`src/rtl/mt_pkg.sv`:
```
// Shared MT19937 constants and types used by the seeder and the twister.
// The index type is sized for N=624 and is used for both the state index and the recurrence addend.
package mt_pkg;
  localparam int W = 32;
  localparam int N = 624;
  localparam int M = 397;
  localparam logic [31:0] F = 32'd1812433253;

  localparam logic [31:0] MATRIX_A   = 32'h9908B0DF;
  localparam logic [31:0] UPPER_MASK = 32'h80000000;
  localparam logic [31:0] LOWER_MASK = 32'h7FFFFFFF;
  localparam logic [31:0] TEMPER_B   = 32'h9D2C5680;
  localparam logic [31:0] TEMPER_C   = 32'hEFC60000;
  localparam int TEMPER_U = 11;
  localparam int TEMPER_S = 7;
  localparam int TEMPER_T = 15;
  localparam int TEMPER_L = 18;

  localparam int IDX_W = 10;
  typedef logic [IDX_W-1:0] idx_t;

  typedef enum logic [1:0] {
    IDLE = 2'd0,
    EMIT = 2'd1,
    DONE = 2'd2
  } state_t;
endpackage

```
`src/rtl/mt_seed_step.sv`:
```
// One step of the MT19937 seeding recurrence: x_next = F*(x ^ (x>>30)) + idx, mod 2^W.
// idx is the index of the word being produced, zero-extended before the add.
module mt_seed_step #(
  parameter int          W = 32,
  parameter logic [31:0] F = 32'd1812433253
) (
  input  logic [W-1:0]               x_prev,
  input  logic [mt_pkg::IDX_W-1:0]   idx,
  output logic [W-1:0]               x_next
);
  logic [W-1:0] mixed;
  logic [W-1:0] prod;

  assign mixed  = x_prev ^ (x_prev >> 30);
  assign prod   = F[W-1:0] * mixed;
  assign x_next = prod + {{(W-mt_pkg::IDX_W){1'b0}}, idx};
endmodule

```
`src/rtl/mt_seeder.sv`:
```
// Expands a seed into the N-word MT19937 initial state and streams it in index order.
// value/load_value form a valid/ready pair with load_ready: a word moves when both are high, otherwise everything holds.
module mt_seeder #(
  parameter int          W = 32,
  parameter int          N = 624,
  parameter logic [31:0] F = 32'd1812433253
) (
  input  logic         clk,
  input  logic         rst,
  input  logic [W-1:0] seed,
  input  logic         start,
  input  logic         load_ready,
  output logic [W-1:0] value,
  output logic         load_value,
  output logic         busy,
  output logic         done
);
  import mt_pkg::*;

  localparam idx_t LAST_IDX = idx_t'(N-1);

  state_t       state_q, state_d;
  logic [W-1:0] x_q, x_d;
  logic [W-1:0] x_next;
  idx_t         idx_q, idx_d;
  idx_t         idx_inc;

  assign idx_inc = idx_q + idx_t'(1);

  mt_seed_step #(
    .W (W),
    .F (F)
  ) u_step (
    .x_prev (x_q),
    .idx    (idx_inc),
    .x_next (x_next)
  );

  always_comb begin
    state_d = state_q;
    x_d     = x_q;
    idx_d   = idx_q;
    case (state_q)
      IDLE: begin
        if (start) begin
          x_d     = seed;
          idx_d   = '0;
          state_d = EMIT;
        end
      end
      EMIT: begin
        // The last word is not followed by a recurrence step, so idx never passes N-1.
        if (load_ready) begin
          if (idx_q == LAST_IDX) begin
            state_d = DONE;
          end else begin
            x_d   = x_next;
            idx_d = idx_inc;
          end
        end
      end
      DONE: begin
        state_d = IDLE;
      end
      default: begin
        state_d = IDLE;
      end
    endcase
  end

  always_ff @(posedge clk or posedge rst) begin
    if (rst) begin
      state_q <= IDLE;
      x_q     <= '0;
      idx_q   <= '0;
    end else begin
      state_q <= state_d;
      x_q     <= x_d;
      idx_q   <= idx_d;
    end
  end

  // Outputs decode straight from state so an asynchronous reset clears them at once.
  assign load_value = (state_q == EMIT);
  assign busy       = (state_q == EMIT);
  assign done       = (state_q == DONE);
  assign value      = (state_q == EMIT) ? x_q : '0;
endmodule

```
`config.mk`:
```
export PLATFORM = sky130hd
export DESIGN_NAME = mt_seeder
export DESIGN_NICKNAME = d
export VERILOG_FILES = /design/src/rtl/mt_pkg.sv /design/src/rtl/mt_seed_step.sv /design/src/rtl/mt_seeder.sv
export SDC_FILE = /design/constraint.sdc
export NUM_CORES = 1
export LEC_CHECK = 0
export CAP_MARGIN = 30
export CORE_MARGIN = 2
export CORE_UTILIZATION = 65
export CTS_BUF_LIST = sky130_fd_sc_hd__clkbuf_2 sky130_fd_sc_hd__clkbuf_4 sky130_fd_sc_hd__clkbuf_8
export CTS_CLUSTER_DIAMETER = 150
export DETAILED_ROUTE_END_ITERATION = 12
export DONT_BUFFER_PORTS = 1
export PLACE_DENSITY_LB_ADDON = 0.1
export SLEW_MARGIN = 0
export SYNTH_ARGS = -nofsm -noshare
export SYNTH_HDL_FRONTEND = slang
export SYNTH_SLANG_ARGS = --single-unit
export TNS_END_PERCENT = 1
```
`constraint.sdc`:
```
create_clock -name clk -period 8.27 [get_ports clk]
set_clock_uncertainty 0.05 [all_clocks]
set_input_delay 1.654 -clock clk [delete_from_list [all_inputs] [get_ports clk]]
set_output_delay 1.654 -clock clk [all_outputs]
set_load 0.005 [all_outputs]
```
# [After elaboration in Yosys (flattened, before gate mapping)]
# Index checks and enable logic that the tools add are counted.
[word_totals] regBits=44 inputBits=36 output_inout_bits=35 wordCells=31
[classes] n_addsub=2 n_mul=1 n_eq_ne=7 mux=13 bitwise_logic=1 reduce_logical=4
[op_table] operator="$mux W32" count=4
[op_table] operator="$pmux W32 S2" count=1
[op_table] operator="$add A32 B10 Y32" count=1
[op_table] operator="$mul A31 B32 Y32 const A" count=1
[op_table] operator="$xor A32 B2 Y32" count=1
[op_table] operator="$mux W10" count=3
[op_table] operator="$pmux W10 S2" count=1
[op_table] operator="$add A10 B1 Y10 const B" count=1
[op_table] operator="$eq A10 B10 Y1 const B" count=1
[op_table] operator="$mux W2" count=3
[op_table] operator="$ne A2 B2 Y1 const B" count=3
[op_table] operator="$pmux W2 S2" count=1
[op_table] operator="$reduce_and A4 Y1" count=1
[op_table] operator="$reduce_and A3 Y1" count=1
[op_table] operator="$eq A2 B1 Y1 const B" count=1
[op_table] operator="$eq A2 B2 Y1 const B" count=1
[op_table] operator="$logic_not A2 Y1" count=1
[op_table] operator="$ne A2 B1 Y1 const B" count=1
[op_table] operator="$reduce_bool A2 Y1" count=1

# [Longest topological paths before layout]
# Gate-level depths: netlist of the first run.
[depth] word_depth=6 mapped_depth=25 depth_no_buf=25

# [Hierarchy]
# Synthesis of the first run repeated with hierarchy kept, for this count alone.
[unflattened] hier_cells=1038 hier_area_um2=11014.3
[by_module_without_submodules] module="mt_seed_step" instances=1 cells_each=824 area_each_um2=8341.8 seq_area_each_um2=0.0
[by_module_without_submodules] module="mt_seeder" instances=1 cells_each=214 area_each_um2=2672.6 seq_area_each_um2=1101.1

# [Least setup slack after synthesis of the first run]
# OpenSTA, ideal clock, no wires.
[synth_path] path_type="reg-to-reg" startpoint="reg x_q[31]" endpoint="reg x_q[31]" arrival_ns=6.208 setup_slack_ns=1.872 path_stages_with_launch=25 path_buffers=0 synth_period_minus_slack_ns=6.398 path_cell_list="dfrtp_1 > xor2_1 > xor2_1 > ha_1 > or2_2 > ha_1 > inv_1 > fa_1 > inv_1 > ha_1 > ha_1 > fa_1 > fa_1 > inv_1 > fa_1 > inv_1 > ha_1 > and2_1 > nand4_2 > a2111oi_2 > or2_1 > nor4_1 > o31ai_1 > xnor2_1 > a22oi_1"
[synth_via] elab_chain_cells=6
[synth_rtl] item="start, declared" line_no="mt_seeder.sv:23" rtl="logic [W-1:0] x_q, x_d;"
[synth_rtl] item="start signal, assigned" line_no="mt_seeder.sv:74" rtl="x_q <= '0;"
[synth_rtl] item="start signal, assigned" line_no="mt_seeder.sv:78" rtl="x_q <= x_d;"
[synth_rtl] item="$xor A32 B2 Y32" line_no="mt_seed_step.sv:14" rtl="assign mixed = x_prev ^ (x_prev >> 30);"
[synth_rtl] item="$mul A31 B32 Y32" line_no="mt_seed_step.sv:15" rtl="assign prod = F[W-1:0] * mixed;"
[synth_rtl] item="$add A32 B10 Y32" line_no="mt_seed_step.sv:16" rtl="assign x_next = prod + {{(W-mt_pkg::IDX_W){1'b0}}, idx};"
[synth_rtl] item="$mux W32" line_no="mt_seeder.sv:54" rtl="if (idx_q == LAST_IDX) begin"
[synth_rtl] item="$mux W32" line_no="mt_seeder.sv:53" rtl="if (load_ready) begin"
[synth_rtl] item="$pmux W32 S2" line_no="mt_seeder.sv:43" rtl="case (state_q)"
# No other way between the ends. The select of a mux whose other input is x is not followed.
# A chain may end at the register's enable or synchronous reset.

# [Worst setup path in the final report of the first run]
[layout_path] startpoint="reg x_q[30]" endpoint="reg x_q[31]"
# Same word-level chain as after synthesis.

==> metrics.md, run 1 <==
| Metric | Value |
|---|---|
| Root Driver | clkbuf_8 |
| Most instantiated cells after synthesis | inv_1, ha_1, fa_1 |
| Critical Path Source | x_q[30] |
| Critical Path, Cell by Cell | xor2_1 > xor2_1 > ha_1 > or2_2 > ha_1 > inv_1 > fa_1 > inv_1 > ha_1 > ha_1 > fa_1 > fa_1 > inv_1 > fa_1 > inv_1 > ha_1 > and2_1 > nand4_2 > o32ai_1 > or2_1 > nor4_1 > o31ai_1 > xnor2_1 > a22oi_1 |
| Post-route ant nets | 0 |
| Wirelength per Cell | 20.3 um |
| Max Fclk | approximately 140 MHz |
| Arrival time worst endpoint | slightly above 7 ns |
| Cells after Synth | roughly 1100 |
| CP bufs+invs | 4 |
| Antenna violations before repair | 0 |
| Global route overflow | 0 |
| # setup viols final | 0 |
| H-tree depth | 2 |
| Worst path max stage delay | 0.59 ns |
| Met2 routed WL | about 13000 um |
| Hold Path Class | reg2reg |
| Postcts setup bufs | 0 |
| Max Slew Vio Count | 0 |
| Most frequent cell on the critical path | ha_1 |
| Drt first pass iters | 7 |
| Fraction of the yosys area taken by sequential cells | 0.104 |
| TritonCTS buffer count | 5 |
| Top delay family on crit path | adder cells |
| Routed WL | approximately 26000 um |
| Critical path endpoint category | flip-flop |
| Die X | between 100 and 150 um |
| Detailed-route via count | between 7000 and 8000 |
| Cell Area, Synth | approximately 11000 um2 |
| Pin count of the biggest net entering global routing | 53 |
| Number of global-route vias before repair | about 8100 |
| Synth Flop Type | dfrtp_1 |
| CTS max path bufs | 2 |
| Hold_buf cts | 0 |
| Crit Path Max Fanout | 8 |
| FFs w/ async S/R, synth | 1.00 |
| Die footprint | ~17000 um2 |
| Total negative slack | 0 ns |
| Met3 WL | between 1500 and 2000 um |
| Final period util | 0.861 |
| Max_cap viols | 0 |
| Initial core utilization | 0.666 |
| Detailed router's first-iteration violation count | between 300 and 400 |
| Min-Delay Startpoint | idx_q[1] |
| Global-route usage over all layers | 0.326 |
| Status | complete, no violations |
| # port buffers | 0 |
| Worst-path clk slew | around 0.1 ns |
| Post-synth top area cell | fa_1 |
| RSZ-0062 raised after global routing | no |
| Core Area | between 15000 and 20000 um2 |
| Routability Congestion | a little over 0.9 |
| Fin nets | around 1500 |
| Ant diodes | 0 |
| Wire length on met1 | 10800 um |
| Share of cells above drive strength 1 | 0.0276 |
| Syn nets | ~1500 |
| Post-cts sizing count | 0 |
| First-pass GRT wire length | between 40000 and 50000 um |
| Top layer in use | met4 |
| Synth area leaders | fa_1, ha_1, dfrtp_1 |
| DRC violations left | 0 |
| Ys Warns | 0 |
| Post-synthesis register bit count | 44 |
| Die Span Y | around 130 um |
| Critical path data required time | 8.42 ns |
| Num rows | between 40 and 50 |
| EDFF count, synth | 0 |
| Clk_lat worst skew | between 0.3 and 0.4 ns |
| Post-detail-place hpwl | about 22000 um |
| Final min period | between 7 and 8 ns |
| Share of the synthesized area in the top cell type | 0.289 |
| Vias per cell | 5.83 |
| Crit Path Class | reg2reg |
| Reg2Reg Launch Point | x_q[30] |
| Synth cell types | 57 |
| I/O pin total | 71 |
| Crit path max-delay cell type | xor2_1 |
| Relative slew slack | 0.415 |
| CTS sink cnt | 44 |
| Final hold violations | 0 |
| Syn Area/Cell | between 9 and 10 um2 |
| TritonCTS clock tree | built |
| Most frequent cell after synthesis | inv_1 |
| Syn-to-layout area delta | 3.66% |
| CP Launch Type | flip-flop |
| Slew @ Worst Pin | 0.877 ns |
| Fillers | between 1000 and 1500 |
==> cell families (layout without fill, tap and decap cells) <==
logic type,Yosys count,count (layout),share of synthesized area
buf+inv,274,268,0.0991
flops,44,44,0.104
mux,2,2,0.00189
compound gates,149,149,0.0933
xor+xnor,66,66,0.0546
simple gates,167,167,0.0764
fa+ha+maj,391,391,0.571
==> per-stage QoR <==
stage | util | std cells | hold slack, ns | area [um2] | setup WS, ns
4_1_cts | 0.691 | 1303 | 0.496 | 11000 | 1.18
5_1_grt | 0.691 | 1303 | 0.514 | 11000 | 0.789
6_report | 0.691 | 1303 | 0.498 | 11000 | 1.15
3_5_place_dp | 0.683 | 1295 | 0.478 | 10900 | 1.24
3_3_place_gp | 0.680 | 1293 | 0.461 | 10800 | 1.42
2_1_floorplan | - | 1093 | 0.437 | 10600 | 1.87
==> state kept, by name, summed over array words and instances (netlist names) <==
register	count
idx_q	10
x_q	32
state_q	2
==> final timing paths <==
check                      endpoint  slack, ns  depth (start not counted)
max                         x_q[31]       1.15                         24
max reg2reg                 x_q[31]       1.15                         24
min                        idx_q[1]       0.50                          1
min in group asynchronous  idx_q[4]       1.12                          1
max in group asynchronous   x_q[16]       6.55                          2
min reg2reg                idx_q[1]       0.50                          1
==> layer usage <==
| metal | up-vias | global-route usage |
|---|---|---|
| met2 | 264 | 0.552 |
| met3 | 60 | 0.0590 |
| met4 | 0 | 0.106 |
| met1 | 3744 | 0.424 |
| li1 | 3522 | - |
| met5 | - | 0 |
==> final cells by class <==
class / count / area [um2] / share of cell area
Inverter: 249 / 935 / 0.0852
Sequential cell: 44 / 1100 / 0.100
Clock buffer: 5 / 68.8 / 0.00627
Timing Repair Buffer: 11 / 115 / 0.0105
Tap cell: 216 / 270 / 0.0246
Clock inverter: 3 / 47.5 / 0.00433
Multi-Input combinational cell: 775 / 8430 / 0.769
==> cell usage in the layout (no fill, tap or decap), types with 9 or more instances in the layout <==
cell type  count
inv_1        247
ha_1         238
fa_1         153
nand2_1       51
xnor2_1       50
dfrtp_1       44
nor2_1        38
a21oi_1       29
and2_1        28
o21ai_0       23
o21ai_1       18
xor2_1        16
nand3_1       12
o22ai_1       11
a21o_1        11
a31oi_1        9
buf_4          9
Power of run 1 is left out: the tool's default activity adds up to more than one toggle a clock period on the data nets, which glitch-free logic cannot reach.
==> inputs of run 2 (changes only) <==
Settings changed: CTS_CLUSTER_DIAMETER 150 to 50, CTS_CLUSTER_SIZE set to 16, SYNTH_HIERARCHICAL set to 1.
==> metrics.md, run 2 <==
| Metric | Value |
|---|---|
| Drt first pass iters | 4 |
| Share of cells above drive strength 1 | 0.112 |
| Synth cell types | 66 |
| CP Launch Type | flip-flop |
| Wire length on met1 | between 10000 and 15000 um |
| Commonest non-fill, non-tap cells in the layout | inv_1, ha_1, fa_1 |
| Root Driver | clkbuf_8 |
| Max_cap viols | 0 |
| Final period util | 0.879 |
| Relative slew slack | 0.450 |
| EDFF count, synth | 0 |
| Top layer in use | met4 |
| # setup viols final | 0 |
| Pin count of the biggest net entering global routing | 48 |
| Critical path data required time | around 8.5 ns |
| Post-detail-place hpwl | 20900 um |
| Synth Flop Type | dfrtp_1 |
| Detailed-route via count | 7056 |
| Clk_lat worst skew | 0.34 ns |
| Die X | ~130 um |
| Met2 routed WL | 12300 um |
| Number of global-route vias before repair | approximately 7600 |
| Cells after Synth | a little over 1000 |
| Slew @ Worst Pin | 0.826 ns |
| CTS sink cnt | 44 |
| First-pass GRT wire length | around 41000 um |
| DRC violations left | 0 |
| Wirelength per Cell | roughly 20 um |
| Max Fclk | 138 MHz |
| Max reg flops | 32 |
| CTS max path bufs | 2 |
| FFs w/ async S/R, synth | 1.00 |
| Die footprint | between 15000 and 20000 um2 |
| Arrival time worst endpoint | 7.46 ns |
| Num rows | 47 |
| Final min period | 7.27 ns |
| Post-synth top area cell | fa_1 |
| Commonest non-fill, non-tap cell in the layout | inv_1 |
| Ys Warns | 6 |
| Initial core utilization | 0.664 |
| Final hold violations | 0 |
| Hold_buf cts | 0 |
| TritonCTS buffer count | 5 |
| Most instantiated cells after synthesis | inv_1, ha_1, fa_1 |
| Syn-to-layout area delta | 3.23% |
| Post-route ant nets | 0 |
| Register area | 1100 um2 |
| Synth area leaders | fa_1, ha_1, dfrtp_1 |
| Postcts setup bufs | 0 |
| Antenna violations before repair | 0 |
| # port buffers | 0 |
| Syn Area/Cell | 10.6 um2 |
| Crit Path Class | reg2reg |
| Cell Area, Synth | around 11000 um2 |
| Vias per cell | 5.59 |
| I/O pin total | 71 |
| Total negative slack | 0 ns |
| Routability Congestion | around 0.9 |
| Crit Path Max Fanout | 6 |
| Syn nets | 1464 |
| TritonCTS clock tree | built |
| Global route overflow | 0 |
| H-tree depth | 2 |
| Ant diodes | 0 |
| Routed WL | between 20000 and 30000 um |
| Global-route usage over all layers | 0.304 |
| Biggest register | x_q |
| Die Span Y | between 100 and 150 um |
| Fin nets | around 1500 |
| RSZ-0062 raised after global routing | no |
| Multi-input logic area | 8860 um2 |
| Core Area | 16600 um2 |
| Post-synthesis register bit count | 44 |
| Most frequent cell after synthesis | inv_1 |
| Max Slew Vio Count | 0 |
| Met3 WL | roughly 1200 um |
| Top flop regs | x_q (32), idx_q (10), state_q (2) |
| Detailed router's first-iteration violation count | 296 |
| Worst-path clk slew | approximately 0.11 ns |
| Fillers | between 1000 and 1500 |
| Critical path endpoint category | flip-flop |
| Hold Path Class | reg2reg |
| Post-cts sizing count | 0 |
| Status | complete, no violations |
| Fraction of the yosys area taken by sequential cells | 0.100 |
| Share of the synthesized area in the top cell type | 0.276 |
==> run 2: critical path, cell delays in order, from the launching register on <==
cell and delay (ns):
dfrtp_1 0.47, xor2_1 0.46, and2_1 0.29, nor2_1 0.09, ha_1 0.17, or2_2 0.32, ha_1 0.31, fa_1 0.46
ha_1 0.22, fa_1 0.48, fa_1 0.51, fa_1 0.50, inv_1 0.05, fa_1 0.47, inv_1 0.04, ha_1 0.39
nand4_1 0.17, a221oi_1 0.28, o21a_1 0.17, nor2_1 0.06, a21oi_2 0.21, nor3_2 0.09, nor3_2 0.17, and4bb_1 0.20
mux2_2 0.26, mux2_4 0.26
==> run 2: cells by family after synthesis <==
| group | count (synthesis) | share of synthesized area |
|---|---|---|
| xor gates and xnor gates | 67 | 0.0533 |
| AOI/OAI and AO/OA | 88 | 0.0658 |
| DFF | 44 | 0.100 |
| adders and majority gates | 390 | 0.547 |
| and+or+nand+nor | 122 | 0.0617 |
| buffers and inverters | 262 | 0.0960 |
| muxes | 65 | 0.0767 |
==> run 2: cell type report <==
cell class,instances,area share
clock inverter,3,0.00407
timing repair buffer,12,0.00792
multi-input combinational,732,0.780
inverter,246,0.0812
sequential,44,0.0968
tap,220,0.0242
clock buffer,5,0.00605
==> run 2: worst paths after layout <==
check                      startpoint       end  slack [ns]  cells past startpoint
hold / removal               idx_q[9]  idx_q[9]        0.48                      1
max in group asynchronous         rst   x_q[15]        6.39                      2
min in group asynchronous         rst   x_q[31]        1.32                      2
hold reg to reg              idx_q[9]  idx_q[9]        0.48                      1
setup / recovery              x_q[31]   x_q[31]        1.00                     25
setup reg to reg              x_q[31]   x_q[31]        1.00                     25
==> run 2: stage by stage <==
stage | setup slack, ns | cells | hold slack [ns] | util | instance area, um2
6_report | 1.00 | 1262 | 0.481 | 0.686 | 11400
5_1_grt | 0.614 | 1262 | 0.516 | 0.686 | 11400
4_1_cts | 1.02 | 1262 | 0.489 | 0.686 | 11400
3_5_place_dp | 1.03 | 1254 | 0.461 | 0.679 | 11300
3_3_place_gp | 1.13 | 1254 | 0.459 | 0.679 | 11300
2_1_floorplan | 1.42 | 1038 | 0.403 | - | 11000
==> run 2: layer usage <==
layer	track usage	up-vias
li1	-	3343
met1	0.417	3519
met2	0.508	158
met3	0.0446	36
met4	0.0801	0
met5	0	-
Power of run 2 is left out for the same reason.
==> inputs of run 3 (changes only) <==
Settings changed: CORE_UTILIZATION 65 to 30.
==> metrics.md, run 3 (synthesis gave the netlist of run 2 again) <==
| Metric | Value |
|---|---|
| Post-place setup slack | around 1.1 ns |
| Post-route setup slack | 1.11 ns |
| Drt first pass iters | 5 |
| Syn-to-layout area delta | 6.57% |
| Die footprint | roughly 38000 um2 |
| Fin nets | ~1500 |
| Commonest non-fill, non-tap cells in the layout | inv_1, ha_1, fa_1 |
| Multi-input logic area | 8860 um2 |
| Total negative slack | 0 ns |
| WHS | 0.507 ns |
| Hold EP | state_q[0] |
| Top flop regs | x_q (32), idx_q (10), state_q (2) |
| Detailed router's first-iteration violation count | 234 |
| Core Area | between 30000 and 40000 um2 |
| Hold_buf cts | 0 |
| First-pass GRT wire length | between 40000 and 50000 um |
| Post-detail-place hpwl | around 26000 um |
| Min-Delay Startpoint | state_q[1] |
| Post-cts sizing count | 0 |
| R2R setup slack | roughly 1.1 ns |
| Crit path max-delay cell type | fa_1 |
| Postcts setup bufs | 0 |
| DRC violations left | 0 |
| Hold Path Class | reg2reg |
| Vias per cell | ~4.6 |
| Antenna violations before repair | 1 |
| Biggest register | x_q |
| RSZ-0062 raised after global routing | no |
| CTS sink cnt | 44 |
| Max reg flops | 32 |
| Pin count of the biggest net entering global routing | 55 |
| Reg2reg path depth | 25 |
| Fillers | roughly 3800 |
| Final hold violations | 0 |
| Routed WL | around 32000 um |
| Detailed-route via count | between 6000 and 7000 |
| Relative slew slack | 0.426 |
| Final min period | between 7 and 8 ns |
| Commonest non-fill, non-tap cell in the layout | inv_1 |
| Routability Congestion | just over 0.8 |
| Max Fclk | 140 MHz |
| Wirelength per Cell | between 20 and 25 um |
| CTS max path bufs | 2 |
| Slew @ Worst Pin | roughly 0.86 ns |
| Critical path data required time | 8.47 ns |
| Worst path max stage delay | ~0.52 ns |
| Root Driver | clkbuf_8 |
| TritonCTS buffer count | 5 |
| Global-route usage over all layers | 0.177 |
| H-tree depth | 2 |
| Number of global-route vias before repair | 7905 |
| Top delay family on crit path | adder cells |
| I/O pin total | a little over 70 |
| Die Span Y | a little under 200 um |
| Reg2Reg Launch Point | x_q[31] |
| Share of cells above drive strength 1 | 0.118 |
| CP bufs+invs | 2 |
| Most frequent cell on the critical path | fa_1 |
| Clk_lat worst skew | approximately 0.36 ns |
| Final period util | 0.866 |
| Max_cap viols | 0 |
| CP Launch Type | flip-flop |
| Status | complete, no violations |
| Worst-path clk slew | about 0.12 ns |
| TritonCTS clock tree | built |
| Num rows | 70 |
| Hold Path Cell Cnt | 1 |
| Die X | around 200 um |
| Crit Path Class | reg2reg |
| Register area | approximately 1100 um2 |
| Critical path endpoint category | flip-flop |
| # setup viols final | 0 |
| Max Slew Vio Count | 0 |
| Crit Path Max Fanout | 6 |
| Arrival time worst endpoint | roughly 7.4 ns |
| Initial core utilization | 0.303 |
| Post-route ant nets | 0 |
| Global route overflow | 0 |
| R2R Path End | x_q[30] |
| # port buffers | 0 |
==> run 3: cell count changes in the layout (fill, tap and decap cells not counted), sizes merged <==
cell	before	now
buf	12	19
diode	0	2
==> run 3: worst max path at each step <==
| stage | startpoint | endpoint | cells after the start |
|---|---|---|---|
| 3_3_place_gp | x_q[10] | x_q[30] | 25 |
| 4_1_cts | x_q[31] | x_q[30] | 25 |
| 2_1_floorplan | x_q[30] | x_q[30] | 26 |
| 6_report | x_q[31] | x_q[30] | 25 |
| 5_1_grt | x_q[31] | x_q[31] | 25 |
| 3_5_place_dp | x_q[31] | x_q[30] | 25 |
==> run 3: cell type report <==
class,count,share of cell area
antenna,2,0.000426
clock buffer,5,0.00586
clock inverter,3,0.00394
inverter,246,0.0787
multi-input combinational,732,0.755
sequential,44,0.0938
tap,468,0.0499
timing repair buffer,19,0.0122
==> run 3: per-stage QoR <==
step / area, um2 / util / std cells
2_1_floorplan: 11000 / - / 1038
3_3_place_gp: 11600 / 0.320 / 1509
3_5_place_dp: 11600 / 0.320 / 1509
4_1_cts: 11700 / 0.323 / 1517
5_1_grt: 11700 / 0.323 / 1518
6_report: 11700 / 0.323 / 1519
==> run 3: worst register-to-register path, delay by kind of cell, from the launching register on <==
kind / cells / cell delay [ns]
XOR/XNOR: 2 / 0.59
AO/OA/AOI/OAI: 5 / 0.96
buffers and inverters: 2 / 0.09
adder cells (fa/ha/maj): 9 / 3.41
AND/OR/NAND/NOR: 5 / 0.96
flip-flops: 1 / 0.47
multiplexers: 2 / 0.53
==> run 3: per-layer routing <==
layer	up-vias	track usage	part of all wire
li1	3357	-	-
met1	3488	0.243	0.48
met2	86	0.308	0.49
met3	13	0.0157	0.021
met4	0	0.0266	0.0077
met5	-	0	0
Power of run 3 is left out for the same reason.
